[config.mk]
export PLATFORM = sky130hd
export DESIGN_NAME = dma_bus_arbiter
export DESIGN_NICKNAME = d
export VERILOG_FILES = /design/src/rtl/dma_bus_arbiter.sv
export SDC_FILE = /design/constraint.sdc
export NUM_CORES = 1
export LEC_CHECK = 0
export CAP_MARGIN = 20
export CORE_MARGIN = 1
export CORE_UTILIZATION = 39
export CTS_BUF_LIST = sky130_fd_sc_hd__clkbuf_8
export DETAILED_ROUTE_END_ITERATION = 8
export PLACE_DENSITY = 0.78
export SLEW_MARGIN = 20
export SYNTH_ARGS = -nofsm -noshare
export SYNTH_HDL_FRONTEND = slang
export SYNTH_SLANG_ARGS = --single-unit
[constraint.sdc]
create_clock -name clk -period 5.05 [get_ports clk]
set_clock_uncertainty 0.15 [all_clocks]
set_input_delay 1.01 -clock clk [delete_from_list [all_inputs] [get_ports clk]]
set_output_delay 1.01 -clock clk [all_outputs]
set_load 0.01 [all_outputs]
[src/rtl/dma_bus_arbiter.sv]
// OAM DMA engine and CPU/system bus arbiter (FF46 register, 160-byte copy into OAM).
// Optional macro DMA_BUS_CONFLICT_EN: gated CPU reads return bus_data_in instead of 8'hFF.
module dma_bus_arbiter #(
    parameter int unsigned DMA_LENGTH      = 160,
    parameter logic [15:0] REG_ADDR        = 16'hFF46,
    parameter int unsigned STARTUP_MCYCLES = 1
) (
    input  logic        clk,
    input  logic        reset_n,
    input  logic [1:0]  t_cycle,
    input  logic [15:0] cpu_mem_addr,
    input  logic        cpu_mem_enable,
    input  logic        cpu_mem_write,
    input  logic [7:0]  cpu_mem_data_out,
    output logic [7:0]  cpu_mem_data_in,
    output logic [15:0] bus_addr,
    output logic        bus_enable,
    output logic        bus_write,
    output logic [7:0]  bus_data_out,
    input  logic [7:0]  bus_data_in,
    output logic [7:0]  oam_addr,
    output logic        oam_write,
    output logic [7:0]  oam_data,
    output logic        dma_active
);

    typedef enum logic [1:0] {IDLE, STARTUP, ACTIVE} state_t;

    state_t      state;
    logic [7:0]  src_reg;
    logic [7:0]  index;
    logic [7:0]  start_cnt;

    logic        last_t;
    logic        reg_hit;
    logic        hram_hit;
    logic        reg_write;
    logic [7:0]  eff_src;
    logic [15:0] dma_addr;
    logic [7:0]  conflict_data;

    assign last_t    = (t_cycle == 2'd3);
    assign reg_hit   = (cpu_mem_addr == REG_ADDR);
    assign hram_hit  = (cpu_mem_addr >= 16'hFF80) && (cpu_mem_addr <= 16'hFFFE);
    assign reg_write = cpu_mem_enable & cpu_mem_write & reg_hit;

    // Echo RAM sources (E0-FF) fold back onto C0-DF.
    assign eff_src   = (src_reg >= 8'hE0) ? (src_reg - 8'h20) : src_reg;
    assign dma_addr  = {eff_src, 8'h00} + {8'h00, index};

`ifdef DMA_BUS_CONFLICT_EN
    assign conflict_data = bus_data_in;
`else
    assign conflict_data = 8'hFF;
`endif

    always_comb begin
        bus_addr        = cpu_mem_addr;
        bus_enable      = 1'b0;
        bus_write       = 1'b0;
        bus_data_out    = cpu_mem_data_out;
        cpu_mem_data_in = bus_data_in;
        case (state)
            IDLE: begin
                bus_enable = cpu_mem_enable & ~reg_hit;
                bus_write  = cpu_mem_enable & cpu_mem_write & ~reg_hit;
            end
            STARTUP: begin
                bus_enable = cpu_mem_enable & hram_hit;
                bus_write  = cpu_mem_enable & cpu_mem_write & hram_hit;
                if (!hram_hit) cpu_mem_data_in = conflict_data;
            end
            ACTIVE: begin
                // DMA owns the bus; HRAM reads see the bus byte, HRAM writes are dropped.
                bus_addr   = dma_addr;
                bus_enable = 1'b1;
                if (!hram_hit) cpu_mem_data_in = conflict_data;
            end
            default: ;
        endcase
        if (reg_hit) cpu_mem_data_in = src_reg;
    end

    always_ff @(posedge clk or negedge reset_n) begin
        if (!reset_n) begin
            state      <= IDLE;
            src_reg    <= '0;
            index      <= '0;
            start_cnt  <= '0;
            dma_active <= 1'b0;
            oam_write  <= 1'b0;
            oam_addr   <= '0;
            oam_data   <= '0;
        end else begin
            oam_write <= 1'b0;
            if (last_t) begin
                case (state)
                    STARTUP: begin
                        if (start_cnt == 8'(STARTUP_MCYCLES - 1)) begin
                            state <= ACTIVE;
                            index <= '0;
                        end else begin
                            start_cnt <= start_cnt + 8'd1;
                        end
                    end
                    ACTIVE: begin
                        oam_write <= 1'b1;
                        oam_addr  <= index;
                        oam_data  <= bus_data_in;
                        if (index == 8'(DMA_LENGTH - 1)) begin
                            state      <= IDLE;
                            index      <= '0;
                            dma_active <= 1'b0;
                        end else begin
                            index <= index + 8'd1;
                        end
                    end
                    default: ;
                endcase
                // A register write overrides the sequencing above but the in-flight byte is still committed.
                if (reg_write) begin
                    src_reg    <= cpu_mem_data_out;
                    state      <= STARTUP;
                    index      <= '0;
                    start_cnt  <= '0;
                    dma_active <= 1'b1;
                end
            end
        end
    end

endmodule

==> qor.yml <==
status: "complete, but fails checks"
failed_checks: "design-rule violations"
grt_use_met2_pct: 32.37
required_ns: 3.89
antenna_cells: 0
setup_viol: 0
ios: 90
clkSinkCount: 44
synthArstFlopShare_pct: 100.0
synth_area_per_cell_sq_um: 9.753
layout_commonest_cell: "clkdlybuf4s50_1"
route.detailed.drc: 4
multi_input_area_sq_um: 1369
cts-root-buf: "clkbuf_8"
place_area_sq_um: 3535
cts_made_buffers: 5
busiest_layer: "met2"
synth_top_area_share_pct: 41.35
critPathKind: "input pin to output pin"
drv_slew: 0
global_route.usage.met1_pct: 26.96
p_per_area_nw_per_um2: 222.6
grt_max_degree: 45
die_h_um: 84.63
cellLeakagePower_nw: 1.596
grt_pass1_wl_um: 11250
path_max_fanout: 22
num-fill-cells: 586
drv_cap: 0
first_iter_violations: 213
floorplan.rows: 29
syn_area_sq_um: 2663
tns_ns: 0
synth-edff-count: 0
first_pass_iters: 9
tightest_slew_ns: 0.8733
cts_resized: 0
wl_per_cell_um: 16.14
drive_above_1_share_pct: 14.81
rsz0062_at_grt: "false"
final_cell_mix: "88 x clkdlybuf4s50_1, 44 x dfrtp_1, 28 x mux2_2"
die-area_sq_um: 7161
ys_seq_area_share_pct: 41.35
hold_viol_final: 0
ir_drop_mv: 0.1008
hold_buffers: 0
grt_usage_pct: 20.09
synth_area_leaders: "dfrtp_1 41%, mux2_2 12%, o21ai_0 4.3%"
cts_tree: "done"
period_needed_ns: 4.550
crit_path_start_kind: "input pin"
clock_latency_ns: 0.30
wl_um: 6906
clk_path_buf_depth: 2
arrival_ns: 3.39
synth_nets: 318
core_sq_um: 6459
port_buffers: 89
vias: 2429
holdCritPathClass: "flip-flop to flip-flop"
post-cts-setup-buffers: 0
fmax_ghz: 0.2198
vias_per_cell: 5.675
period_share_pct: 90.10
grt_pass1_vias: 2339
area.growth.synth_to_final_pct: 37.17
design_area_sq_um: 3652
use_met3_pct: 5.113
ctsHtreeMaxLevel: 2
start_util_pct: 41.22
grt_antenna_before_repair: 0
die_w_um: 84.63
synthCells: 273
clkTransAtPathRegs_ns: 0.09
fin_nets: 395
seqCellArea_sq_um: 1101
grt-ovfl-total: 0
ant_nets: 0
yosysTopAreaCell: "dfrtp_1"
synth_cell_types: 53
dpl.hpwl_um: 5099
routabilityCongestion: 0.8529
synth_seq_cells: 44
synth_ff_type: "dfrtp_1"
ys_warn_count: 0
relSlewSlack_pct: 41.78
cp-end-kind: "output pin"
[synthesized netlist by cell type (all sizes together), types with 3 or more instances]
cell	number
a21o	3
a21oi	11
a22o	3
a31oi	3
and3	3
buf	14
clkbuf	7
dfrtp	44
ha	7
inv	18
mux2	33
nand2	23
nand2b	3
nand3	13
nand4	9
nor2	15
nor3	4
o21ai	25
o31ai	3
or4b	3
[where the power goes]
group          total (mW)  switching, mW  internal [mW]
clock network       0.278          0.129          0.149
registers           0.394         0.0237          0.371
logic               0.140         0.0622         0.0778
[layer usage]
| layer | share of wire (%) | up-vias |
|---|---|---|
| met5 | 0 | - |
| met4 | 1.0 | 0 |
| met3 | 7.4 | 8 |
| met2 | 47 | 108 |
| met1 | 44 | 1169 |
| li1 | - | 1144 |
[critical path: stages]
cell,delay [ns]
clkdlybuf4s50_1,0.45
or4_4,0.59
nor4_4,0.23
buf_4,0.27
nor2_1,0.10
nor2_1,0.15
a21oi_1,0.09
clkdlybuf4s50_1,0.50
[area by class of cell]
cell class	count	area share, %
Timing Repair Buffer	91	24.73
Inverter	18	1.850
Clock buffer	5	1.884
Tap cell	77	2.638
Sequential cell	44	30.15
Multi-Input combinational cell	190	37.48
Clock inverter	3	1.268
[cell families after synthesis]
family | after synthesis | synth area share [%]
simple gates | 86 | 17.90
buf+inv | 39 | 7.237
compound gates | 63 | 15.18
fa+ha+maj | 7 | 3.289
flops | 44 | 41.35
mux | 34 | 15.04
[final timing paths]
path,cells past startpoint,startpoint,to,slack (ns)
setup / recovery,8,cpu_mem_addr[3],bus_enable,0.50
hold / removal,2,oam_addr[4],oam_addr[4],0.34
setup reg to reg,7,state[0],index[4],2.17
hold reg to reg,2,oam_addr[4],oam_addr[4],0.34
max in group asynchronous,1,reset_n,oam_addr[7],3.83
min in group asynchronous,1,reset_n,oam_addr[0],0.55
[per-stage QoR]
stage                     hold WS (ns)  power [mW]  util (%)  instances  worst slack [ns]
after floorplan                 0.3151      0.4642         -        273             1.479
after global placement          0.3172      0.5383     54.73        420            0.6193
after detailed placement        0.3222      0.5421     54.73        420            0.5553
after CTS                       0.3424      0.8202     56.51        428            0.5134
after global routing            0.3735      0.8593     56.55        428            0.3123
final                           0.3372      0.8128     56.55        428            0.4999
Note: power is estimated with default switching activity, not from simulation.
